==> src/rtl/i2c_pkg.sv <==
// Shared I2C definitions: controller state encoding and bit-slot quarter phases.
// Also used by the slave-side bench.
package i2c_pkg;

  typedef enum logic [2:0] {
    IDLE,
    START,
    ADDR,
    ACK1,
    DATA,
    ACK2,
    STOP,
    DONE
  } i2c_state_e;

  localparam logic [1:0] QTR_DRIVE  = 2'd0;
  localparam logic [1:0] QTR_RISE   = 2'd1;
  localparam logic [1:0] QTR_SAMPLE = 2'd2;
  localparam logic [1:0] QTR_FALL   = 2'd3;

  // SCL is held low in the first and last quarter of every ordinary bit slot.
  function automatic logic scl_low_phase(input logic [1:0] q);
    return (q == QTR_DRIVE) || (q == QTR_FALL);
  endfunction

endpackage

==> src/rtl/i2c_tick_gen.sv <==
// Quarter-period tick generator: one tick every CLK_DIV cycles plus a 2-bit quarter index.
// The count holds while freeze is high so a slave can stretch the SCL low phase.
module i2c_tick_gen
  import i2c_pkg::*;
#(
  parameter int CLK_DIV = 250
) (
  input  logic       clk,
  input  logic       reset,
  input  logic       clear,
  input  logic       freeze,
  output logic       tick,
  output logic [1:0] quarter
);

  localparam int CW = $clog2(CLK_DIV);

  logic [CW-1:0] count_reg;
  logic [1:0]    quarter_reg;

  assign tick    = !freeze && (count_reg == CW'(CLK_DIV - 1));
  assign quarter = quarter_reg;

  always_ff @(posedge clk) begin
    if (reset || clear) begin
      count_reg   <= '0;
      quarter_reg <= QTR_DRIVE;
    end else if (tick) begin
      count_reg   <= '0;
      quarter_reg <= quarter_reg + 2'd1;
    end else if (!freeze) begin
      count_reg <= count_reg + CW'(1);
    end
  end

endmodule

==> src/rtl/i2c_master_byte.sv <==
// Single-byte I2C initiator: START, {addr,rw}, one data byte, STOP.
// Drives the open-drain bus through registered output-enables.
module i2c_master_byte
  import i2c_pkg::*;
#(
  parameter int CLK_DIV = 250
) (
  input  logic       clk,
  input  logic       reset,
  input  logic       start,
  input  logic       rw,
  input  logic [6:0] addr,
  input  logic [7:0] wdata,
  output logic [7:0] rdata,
  output logic       busy,
  output logic       done,
  output logic       ack_err,
  output logic       scl_oe,
  output logic       sda_oe,
  input  logic       scl_in,
  input  logic       sda_in
);

  i2c_state_e state_reg, state_next;
  logic [2:0] bit_cnt_reg, bit_cnt_next;
  logic [7:0] shift_reg, shift_next;
  logic [7:0] wdata_reg, wdata_next;
  logic [7:0] rdata_reg, rdata_next;
  logic       rw_reg, rw_next;
  logic       ack_err_reg, ack_err_next;
  logic       scl_oe_reg, scl_oe_next;
  logic       sda_oe_reg, sda_oe_next;
  logic       tick, accept, freeze, slot_end, sample_pt;
  logic [1:0] quarter, quarter_next;

  assign busy      = (state_reg != IDLE) && (state_reg != DONE);
  assign done      = (state_reg == DONE);
  assign accept    = start && !busy;
  assign freeze    = busy && (quarter == QTR_RISE) && !scl_in;
  assign slot_end  = tick && (quarter == QTR_FALL);
  assign sample_pt = tick && (quarter == QTR_SAMPLE);
  // Mirrors the tick generator's quarter register so outputs can be registered in phase.
  assign quarter_next = accept ? QTR_DRIVE : (tick ? quarter + 2'd1 : quarter);

  assign rdata   = rdata_reg;
  assign ack_err = ack_err_reg;
  assign scl_oe  = scl_oe_reg;
  assign sda_oe  = sda_oe_reg;

  i2c_tick_gen #(.CLK_DIV(CLK_DIV)) u_tick_gen (
    .clk     (clk),
    .reset   (reset),
    .clear   (accept),
    .freeze  (freeze),
    .tick    (tick),
    .quarter (quarter)
  );

  always_ff @(posedge clk) begin
    if (reset) begin
      state_reg   <= IDLE;
      bit_cnt_reg <= '0;
      shift_reg   <= '0;
      wdata_reg   <= '0;
      rdata_reg   <= '0;
      rw_reg      <= 1'b0;
      ack_err_reg <= 1'b0;
      scl_oe_reg  <= 1'b0;
      sda_oe_reg  <= 1'b0;
    end else begin
      state_reg   <= state_next;
      bit_cnt_reg <= bit_cnt_next;
      shift_reg   <= shift_next;
      wdata_reg   <= wdata_next;
      rdata_reg   <= rdata_next;
      rw_reg      <= rw_next;
      ack_err_reg <= ack_err_next;
      scl_oe_reg  <= scl_oe_next;
      sda_oe_reg  <= sda_oe_next;
    end
  end

  always_comb begin
    state_next   = state_reg;
    bit_cnt_next = bit_cnt_reg;
    shift_next   = shift_reg;
    wdata_next   = wdata_reg;
    rdata_next   = rdata_reg;
    rw_next      = rw_reg;
    ack_err_next = ack_err_reg;
    case (state_reg)
      IDLE, DONE: begin
        if (start) begin
          state_next   = START;
          shift_next   = {addr, rw};
          wdata_next   = wdata;
          rw_next      = rw;
          ack_err_next = 1'b0;
          bit_cnt_next = '0;
        end else begin
          state_next = IDLE;
        end
      end
      START: if (slot_end) state_next = ADDR;
      ADDR: begin
        if (slot_end) begin
          shift_next   = {shift_reg[6:0], 1'b0};
          bit_cnt_next = bit_cnt_reg + 3'd1;
          if (bit_cnt_reg == 3'd7) state_next = ACK1;
        end
      end
      ACK1: begin
        if (sample_pt && sda_in) ack_err_next = 1'b1;
        if (slot_end) begin
          if (ack_err_reg) begin
            state_next = STOP;
          end else begin
            state_next   = DATA;
            shift_next   = rw_reg ? 8'h00 : wdata_reg;
            bit_cnt_next = '0;
          end
        end
      end
      DATA: begin
        if (rw_reg && sample_pt) begin
          shift_next = {shift_reg[6:0], sda_in};
          if (bit_cnt_reg == 3'd7) rdata_next = {shift_reg[6:0], sda_in};
        end
        if (slot_end) begin
          if (!rw_reg) shift_next = {shift_reg[6:0], 1'b0};
          bit_cnt_next = bit_cnt_reg + 3'd1;
          if (bit_cnt_reg == 3'd7) state_next = ACK2;
        end
      end
      ACK2: begin
        if (sample_pt && !rw_reg && sda_in) ack_err_next = 1'b1;
        if (slot_end) state_next = STOP;
      end
      STOP: if (slot_end) state_next = DONE;
      default: state_next = IDLE;
    endcase
  end

  // Bus levels are derived from the upcoming state/quarter so they switch on the tick edge.
  always_comb begin
    scl_oe_next = 1'b0;
    sda_oe_next = 1'b0;
    case (state_next)
      START: begin
        scl_oe_next = (quarter_next == QTR_FALL);
        sda_oe_next = (quarter_next != QTR_DRIVE);
      end
      ADDR: begin
        scl_oe_next = scl_low_phase(quarter_next);
        sda_oe_next = !shift_next[7];
      end
      ACK1, ACK2: scl_oe_next = scl_low_phase(quarter_next);
      DATA: begin
        scl_oe_next = scl_low_phase(quarter_next);
        sda_oe_next = !rw_next && !shift_next[7];
      end
      STOP: begin
        scl_oe_next = (quarter_next == QTR_DRIVE);
        sda_oe_next = (quarter_next != QTR_FALL);
      end
      default: begin
        scl_oe_next = 1'b0;
        sda_oe_next = 1'b0;
      end
    endcase
  end

endmodule

==> config.mk <==
export PLATFORM = sky130hd
export DESIGN_NAME = i2c_master_byte
export DESIGN_NICKNAME = d
export VERILOG_FILES = /design/src/rtl/i2c_pkg.sv /design/src/rtl/i2c_tick_gen.sv /design/src/rtl/i2c_master_byte.sv
export SDC_FILE = /design/constraint.sdc
export NUM_CORES = 1
export LEC_CHECK = 0
export CAP_MARGIN = 10
export CORE_AREA = 4 4 72 80
export DETAILED_ROUTE_END_ITERATION = 10
export DIE_AREA = 0 0 76 84
export DONT_BUFFER_PORTS = 1
export PLACE_DENSITY = 0.75
export SYNTH_ARGS = -nofsm -noshare
export SYNTH_HDL_FRONTEND = slang
export SYNTH_SLANG_ARGS = --single-unit
==> constraint.sdc <==
create_clock -name clk -period 2.7 [get_ports clk]
set_input_delay 0.54 -clock clk [delete_from_list [all_inputs] [get_ports clk]]
set_output_delay 0.54 -clock clk [all_outputs]
set_load 0.03 [all_outputs]
; ---- Word level (Yosys, flattened, before mapping)
; Cells that the tools add are included.
[word_totals]
elab_cells = 114
register_bits = 44
output_inout_bits = 13
inputBits = 21
[classes]
n_eq_ne = 28
reduce_logical = 36
mux = 35
add_sub_neg = 3
[ops]
columns = op, count
row1 = $mux W8, 8
row2 = $mux W3, 12
row3 = $pmux W8 S4, 1
row4 = $eq A3 B3 Y1 const B, 8
row5 = $pmux W3 S7, 1
row6 = $ne A2 B2 Y1 const B, 7
row7 = $eq A3 B2 Y1 const B, 4
row8 = $logic_and A1 B1 Y1, 12
row9 = $reduce_and A5 Y1, 2
row10 = $pmux W3 S3, 1
row11 = $reduce_bool A3 Y1, 3
row12 = $add A8 B1 Y8 const B, 1
row13 = $eq A8 B8 Y1 const B, 1
row14 = $eq A2 B2 Y1 const B, 3
row15 = $eq A3 B1 Y1 const B, 2
row16 = $logic_not A1 Y1, 6
row17 = $mux W1, 6
row18 = $mux W2, 3
row19 = $pmux W1 S3, 2
row20 = $reduce_or A2 Y1, 3
row21 = $pmux W1 S4, 1
row22 = $reduce_and A4 Y1, 1
row23 = $reduce_bool A4 Y1, 1
row24 = $reduce_or A4 Y1, 1
row25 = other kinds (11), 12

; ---- Logic depth before layout (Yosys ltp)
; Gate-level depths: netlist (run 1).
[depth]
depth_word = 15
ltp_mapped = 13
ltp_nobuf = 12

; ---- Modules after synthesis
; From an unflattened synthesis (run 1), not the netlist that was laid out.
[hier_totals]
cells_unflattened = 318
area_unflattened_um2 = 2616.3
[modules_own_cells]
columns = mod, cells_per_inst, n_inst, area_per_inst_um2, seq_area_each_um2
row1 = i2c_master_byte, 253, 1, 2080.7, 680.7
row2 = i2c_tick_gen, 65, 1, 535.5, 200.2

; ---- Least setup slack after synthesis (run 1)
; OpenSTA, ideal clock, no wires.
[synth_path]
path_kind = register to register
startpoint = register state_reg[1]
endpoint = register scl_oe_reg (netlist: scl_oe)
path_buffers = 3
t_arrival_ns = 2.384
required_ns = 2.626
setup_ns = 0.074
synth_period_minus_slack_ns = 2.458
path_stages_with_launch = 13
path_slack_ns = 0.242
cell_sequence = dfxtp_1 buf_2 nand3_1 and2_1 nor2b_1 buf_4 buf_2 or2_2 ha_1 nand2b_1 a21oi_1 o21ai_0 a31oi_1
[synth_via]
elab_chain_len = 12
word_cells_on_any_way = 41
classes_between = 15 x eq/ne / 12 x mux / 14 x reduce/logical
[synth_lines]
columns = element, line
row1 = start: declaration, i2c_master_byte.sv:24  ; i2c_state_e state_reg, state_next;
row2 = start signal: assignment, i2c_master_byte.sv:71  ; state_reg <= state_next;
row3 = $ne A3 B3 Y1 / $reduce_bool A3 Y1 (equally long branches), i2c_master_byte.sv:36  ; assign busy = (state_reg != IDLE) && (state_reg != DONE);
row4 = $logic_and A1 B1 Y1 *, i2c_master_byte.sv:36
row5 = named net busy, i2c_master_byte.sv:15  ; output logic busy,
row6 = $logic_and A1 B1 Y1 (2 in series), i2c_master_byte.sv:39  ; assign freeze = busy && (quarter == QTR_RISE) && !scl_in;
row7 = $logic_not A1 Y1, n/a
row8 = $logic_and A1 B1 Y1, i2c_tick_gen.sv:21  ; assign tick = !freeze && (count_reg == CW'(CLK_DIV - 1));
row9 = $logic_and A1 B1 Y1, i2c_master_byte.sv:40  ; assign slot_end = tick && (quarter == QTR_FALL);
row10 = "$mux W3, or another cell as far along", i2c_master_byte.sv:139  ; STOP: if (slot_end) state_next = DONE;
row11 = $pmux W3 S7, i2c_master_byte.sv:91  ; case (state_reg)
row12 = $eq A3 B3 Y1 / $eq A3 B2 Y1 (equally long branches), i2c_master_byte.sv:148  ; case (state_next)
row13 = $reduce_or A4 Y1 (no source line), n/a
row14 = $pmux W1 S3 *, i2c_master_byte.sv:148
row15 = end signal: assignment, i2c_master_byte.sv:78  ; scl_oe_reg <= scl_oe_next;
row16 = end: declaration, i2c_master_byte.sv:31  ; logic scl_oe_reg, scl_oe_next;
; Mark *: on every way through the listed nets, which the timed path passes. The rest lies on a longest branch.
; A chain may end at the register's enable or synchronous reset.

; ---- Worst setup path after layout (run 1)
[layout_path]
startpoint = register u_tick_gen.count_reg[0]
endpoint = register scl_oe_reg (netlist: scl_oe)
[layout_via]
elab_chain_len = 8
word_cells_on_any_way = 23
classes_between = 8 x eq/ne / 10 x mux / 5 x reduce/logical
[layout_lines]
columns = element, line
row1 = start: declaration, i2c_tick_gen.sv:18  ; logic [CW-1:0] count_reg;
row2 = start signal: assignment, i2c_tick_gen.sv:32  ; count_reg <= count_reg + CW'(1);
row3 = $eq A8 B8 Y1 *, i2c_tick_gen.sv:21
row4 = $logic_and A1 B1 Y1 *, i2c_tick_gen.sv:21
row5 = $logic_and A1 B1 Y1, i2c_master_byte.sv:40
row6 = "$mux W3, or another cell as far along", i2c_master_byte.sv:139
row7 = $pmux W3 S7, i2c_master_byte.sv:91
row8 = $eq A3 B3 Y1 / $eq A3 B2 Y1 (equally long branches), i2c_master_byte.sv:148
row9 = $reduce_or A4 Y1 (no source line), n/a
row10 = $pmux W1 S3 *, i2c_master_byte.sv:148
; Every way passes the cells marked *; elsewhere a longest branch is shown, timed or not.

==> results of run 1 <==
-- per-stage QoR --
step	total power, W	hold WS [ns]	util
2_1_floorplan	0.000771	0.436	-
4_1_cts	0.00136	0.292	0.519
6_report	0.00135	0.307	0.519
3_5_place_dp	0.000781	0.442	0.493
3_3_place_gp	0.000778	0.436	0.493
5_1_grt	0.00140	0.296	0.519
-- cells in the final DEF (no fill, tap or decap), types with 7 or more instances in the layout --
cell	n
dfxtp_1	44
nand2_1	42
a21oi_1	27
nor2_1	26
mux2i_1	13
inv_1	12
nand2b_1	11
ha_1	9
buf_4	8
o21ai_0	7
-- report_power, final --
group          internal (W)  switching, W
Clock              0.000364      0.000220
Sequential         0.000666     0.0000134
Combinational     0.0000388     0.0000488
Total               0.00107      0.000282
-- cell type report --
type / instances / area [µm²] / area share
multi-input cells: 215 / 1390 / 0.539
repair buffers: 8 / 60.1 / 0.0233
clock buffers: 5 / 68.8 / 0.0267
inverters: 12 / 45.0 / 0.0175
flip-flops and latches: 44 / 881 / 0.342
clock inverters: 2 / 60.1 / 0.0233
well taps: 58 / 72.6 / 0.0282
-- synth_stat cells (all sizes together), types with 3 or more instances --
cell type  count
a31oi          4
nand2         42
nor3           5
nor2b          3
xor2           4
nand3          5
nor2          27
o21ai          7
a211oi         5
a22o           3
nand2b        11
nand4          7
a21oi         27
and2           4
or3            6
mux2i         13
inv           12
a222oi         5
ha             9
buf           11
dfxtp         44
clkbuf         8
-- metal layers --
layer	wire, µm	share of wire	track usage
met1	2430	0.44	0.230
met2	2710	0.49	0.275
met3	315	0.057	0.0400
met4	82	0.015	0.0647
met5	0	0	0
-- worst max path at each step --
stage | from | end | slack (ns)
finish | u_tick_gen.count_reg[0] | scl_oe | 0.34
global placement | u_tick_gen.count_reg[0] | scl_oe | 0.48
CTS | u_tick_gen.count_reg[0] | scl_oe | 0.35
floorplan | state_reg[1] | scl_oe | 0.24
detailed placement | u_tick_gen.count_reg[0] | scl_oe | 0.38
global route | u_tick_gen.count_reg[0] | scl_oe | 0.16
-- critical path: cells and delay by family (launching register included) --
kind | cells | cell delay, ns
fa+ha+maj | 2 | 0.46
compound gates | 3 | 0.36
simple gates | 5 | 0.98
xor+xnor | 1 | 0.07
flops | 1 | 0.41
-- cell families (layout without fill, tap and decap cells) --
| family | after synthesis | count (layout) | share of synthesized area |
|---|---|---|---|
| compound gates | 68 | 68 | 0.190 |
| mux | 13 | 13 | 0.0538 |
| simple gates | 118 | 118 | 0.258 |
| xor+xnor | 6 | 6 | 0.0217 |
| flops | 44 | 44 | 0.364 |
| buf+inv | 31 | 27 | 0.0616 |
| fa+ha+maj | 10 | 10 | 0.0507 |
==> flow_summary_export.csv, run 1 <==
group,metric,value,unit
synth,synth_top_area_frac,0.364,
synth,ys_types,53,
worst_setup_path,crit_required,2.93,ns
clock_network,tritoncts,"yes",
detailed_routing,drt-initial-drc-count,166,
clock_network,cts_resized,0,
worst_hold_path,hold_start,"reset",
worst_setup_path,reg2reg_slack,0.34,ns
clock_network,cts.path.max_buffers,2,
worst_setup_path,crit_path_max_fanout,7,
timing,timing.final.ws_setup,0.339,ns
timing,fmax,0.424,GHz
cells_and_area,drive_gt1_frac,0.0909,
power,ir_drop,0.000259,V
synth,yosys-top-cells-area,"dfxtp_1, nand2_1, a21oi_1",
run,maxCapViolCount,0,
grt,gr-usage-all-layers,0.174,
detailed_routing,via_per_inst,6.01,
timing,final-hold-violation-count,0,
grt,grt_max_degree,40,
synth,ys.flop_type,"dfxtp_1",
detailed_routing,routedWlPerCell,16.1,µm
cells_and_area,area_delta_synth_final,6.52,%
timing,period_needed,2.36,ns
floorplan,die_h,84,µm
synth,synth_nets,320,
timing,fin_crit_sh,0.874,
timing,setup_viol,0,
cells_and_area,fin_nets,316,
floorplan,die_w,76,µm
worst_setup_path,crit_top_cell,"ha_1",
detailed_routing,route.vias.total,2067,
timing,slew_headroom,0.638,
synth,synth_seq_area_share,0.364,
worst_setup_path,start_kind,"register",
cells_and_area,fillCellCount,472,
grt,grt_overflow,0,
clock_network,clock-sinks,44,
place,port_buffers,0,
floorplan,io_pins,34,
place,place_ws,0.381,ns
grt,grt_pass1_vias,1937,
worst_setup_path,rr_worst_depth,11,
clock_network,cts_buffers,5,
timing,skew,0.00588,ns
synth,syn-cell-area,2420,µm²
floorplan,fp.coreArea,4970,µm²
synth,yosys_warnings,0,
floorplan,fp-row-count,27,
place,place_area,2450,µm²
clock_network,clock_latency,0.30,ns
cells_and_area,stdcell_count,344,
status,status,"complete, no violations",
power,power_leakage,1.03,nW
place,dpl.hpwl,3840,µm
worst_setup_path,cp_data_arrival_time,2.59,ns
synth,syn_area_per_cell,8.34,µm²
worst_setup_path,setup.worst_path.class,"register to register",
synth,synth-async-reset-ratio,0,
worst_hold_path,hold_class,"primary input to register",
synth,synth_cells,290,
grt,grt_pass1_wl,9330,µm
worst_hold_path,min_to,"shift_reg[7]",
synth,synth-seq-cells,44,
timing,worst_pin_slew,0.542,ns
detailed_routing,drcViolationCount,0,
cells_and_area,final_cell_area,2580,µm²
timing,grt_setup_unrepaired,"false",
floorplan,dieArea,6380,µm²
synth,synth_edf_count,0,
detailed_routing,drt_wl_total,5540,µm
detailed_routing,dr.pass1.iters,7,
worst_setup_path,reg2reg_from,"u_tick_gen.count_reg[0]",
synth,yosysTopAreaCell,"dfxtp_1",
clock_network,holdBufCountCts,0,
worst_setup_path,critical-path-max-stage-delay,0.41,ns
cells_and_area,diodes,0,
worst_setup_path,worstReg2RegEnd,"scl_oe",
timing,tns,0,ns
clock_network,ctsRootBufferMaster,"clkbuf_8",
clock_network,clkSlewWorstSetupHoldPaths,0.08,ns
place,dp.cells,337,
timing,drv_slew,0,
place,gp_congestion,0.923,
worst_hold_path,whs_path_depth,1,
floorplan,start_util,0.487,
clock_network,ctsHtreeMaxLevel,2,
worst_setup_path,path_cells,"ha_1, nand3b_1, nor2_4, and2_1, xnor2_1, or2_2, ha_1, nand2b_1, a21oi_1, o21ai_0, a31oi_1",
worst_setup_path,worstSetupEndpointType,"register",
worst_setup_path,crit_slowest_cell,"dfxtp_1",
grt,grt_antenna_before_repair,0,
clock_network,postCtsSetupRepairBufs,0,
power,power_density,524,nW/µm²
detailed_routing,drt.antenna.violating_nets,0,
Power figures use the tool's default switching activity.
==> inputs of run 2 (changes only) <==
--- a/config.mk
+++ b/config.mk
@@ -10,6 +10,7 @@
 export DETAILED_ROUTE_END_ITERATION = 10
 export DIE_AREA = 0 0 76 84
 export DONT_BUFFER_PORTS = 1
+export GPL_TIMING_DRIVEN = 0
 export PLACE_DENSITY = 0.75
 export SYNTH_ARGS = -nofsm -noshare
 export SYNTH_HDL_FRONTEND = slang
==> run 2 against run 1 <==
Effect of this change: clock-buffer cell count rose by 1; core utilization rose by 0.81 points; routed wire length rose by 5.7%; largest power group unchanged; power fell by 2.2%; clock skew rose by 0.0069 ns; combinational power rose by 16%; critical endpoint unchanged; hold slack improved by 0.048 ns; global-route usage rose by 1.5 points.
==> flow_summary_export.csv, run 2 (synthesis gave the netlist of run 1 again) <==
group,metric,value,unit
timing,tns,0,ns
place,gp_congestion,0.943,
clock_network,ctsHtreeMaxLevel,2,
grt,grt_overflow,0,
grt,grt_antenna_before_repair,0,
cells_and_area,final_cell_mix,"dfxtp_1, nand2_1, a21oi_1, nor2_1, mux2i_1",
detailed_routing,drt.antenna.violating_nets,0,
clock_network,cts.path.max_buffers,2,
timing,final-hold-violation-count,0,
worst_setup_path,crit_path_max_fanout,10,
cells_and_area,fin_nets,327,
timing,hold_ws,0.355,ns
detailed_routing,via_per_inst,5.90,
clock_network,clock-sinks,44,
timing,worst_pin_slew,0.545,ns
timing,skew,0.0128,ns
grt,grt_pass1_wl,9960,µm
timing,timing.final.ws_setup,0.112,ns
worst_hold_path,hold_class,"primary input to register",
clock_network,cts_buffers,5,
place,port_buffers,0,
power,power_density,505,nW/µm²
clock_network,clock_latency,0.31,ns
detailed_routing,dr.pass1.iters,5,
worst_setup_path,start_kind,"register",
grt,grt_pass1_vias,2090,
grt,gr-usage-all-layers,0.189,
worst_setup_path,setup.worst_path.class,"register to register",
worst_setup_path,crit_required,2.93,ns
floorplan,fp-row-count,27,
detailed_routing,route.vias.total,2102,
timing,setup_viol,0,
clock_network,clkSlewWorstSetupHoldPaths,0.09,ns
timing,fmax,0.386,GHz
clock_network,tritoncts,"yes",
timing,slew_headroom,0.636,
worst_setup_path,worstSetupEndpointType,"register",
floorplan,io_pins,34,
power,power_leakage,1.05,nW
floorplan,fp.coreArea,4970,µm²
cells_and_area,final_cell_area,2620,µm²
cells_and_area,diodes,0,
place,dpl.hpwl,4210,µm
run,maxCapViolCount,0,
clock_network,ctsRootBufferMaster,"clkbuf_8",
floorplan,dieArea,6380,µm²
clock_network,postCtsSetupRepairBufs,0,
place,place_ws,-0.0881,ns
floorplan,die_h,84,µm
status,status,"complete, no violations",
cells_and_area,utilization,0.527,
cells_and_area,area_delta_synth_final,8.17,%
detailed_routing,drt_wl_total,5860,µm
place,place_area,2490,µm²
timing,fin_crit_sh,0.959,
clock_network,holdBufCountCts,0,
worst_setup_path,cp_data_arrival_time,2.82,ns
timing,drv_slew,0,
floorplan,start_util,0.487,
cells_and_area,final_common_cell,"dfxtp_1",
detailed_routing,drcViolationCount,0,
floorplan,die_w,76,µm
timing,period_needed,2.59,ns
detailed_routing,drt-initial-drc-count,159,
grt,grt_max_degree,15,
cells_and_area,drive_gt1_frac,0.101,
detailed_routing,routedWlPerCell,16.4,µm
power,ir_drop,0.000237,V
[run 2: cell types whose count changed in the layout (fill, tap and decap cells not counted), moves of 2 or more]
| cell | change |
|---|---|
| buf_2 | +5 |
| buf_4 | -7 |
| buf_6 | +3 |
| clkbuf_1 | +7 |
| buf_1 | +2 |
[run 2: layout make-up]
cell class                 instances  area, µm²
buffer                            19        105
sequential                        44        881
clock inverter                     2       38.8
multi-input combinational        215       1390
fill                             482       2350
clock buffer                       6       82.6
inverter                          12       45.0
tap                               58       72.6
[run 2: worst paths after layout]
kind	from	endpoint	slack (ns)	cells after the start
worst min-delay path	wdata[6]	wdata_reg[6]	0.36	2
worst max register to register	state_reg[1]	scl_oe	0.11	12
worst max-delay path	state_reg[1]	scl_oe	0.11	12
worst min register to register	wdata_reg[7]	wdata_reg[7]	0.46	2
[run 2: what timing repair did]
action / in CTS / in global routing
cloned: 0 / 0
gates resized for setup: 2 / 1
endpoints found under the setup margin: 1 / 1
[run 2: critical path, cell delays in order, from the launching register on]
cell      delay [ns]
dfxtp_1         0.32
buf_2           0.17
nand3_1         0.19
and2_4          0.25
nor2b_1         0.06
buf_4           0.17
buf_2           0.19
or2_2           0.34
ha_1            0.30
nand2b_1        0.14
a21oi_1         0.10
o21ai_0         0.10
a31oi_1         0.18
[run 2: stage by stage]
| stage | cells | total power (W) |
|---|---|---|
| after global placement | 348 | 0.000792 |
| after detailed placement | 348 | 0.000796 |
| after global routing | 356 | 0.00138 |
| final | 356 | 0.00132 |
| after floorplan | 290 | 0.000771 |
| after CTS | 356 | 0.00133 |
[run 2: routing by layer]
layer / vias to the layer above / share of wire / GRT usage
li1: 1028 / - / -
met1: 1000 / 0.42 / 0.230
met2: 66 / 0.50 / 0.318
met3: 8 / 0.065 / 0.0432
met4: 0 / 0.014 / 0.0761
met5: - / 0 / 0
[run 2: report_power, final]
group | switching [W] | internal, W
sequential | 0.0000145 | 0.000666
combinational | 0.0000622 | 0.0000402
clock | 0.000235 | 0.000303
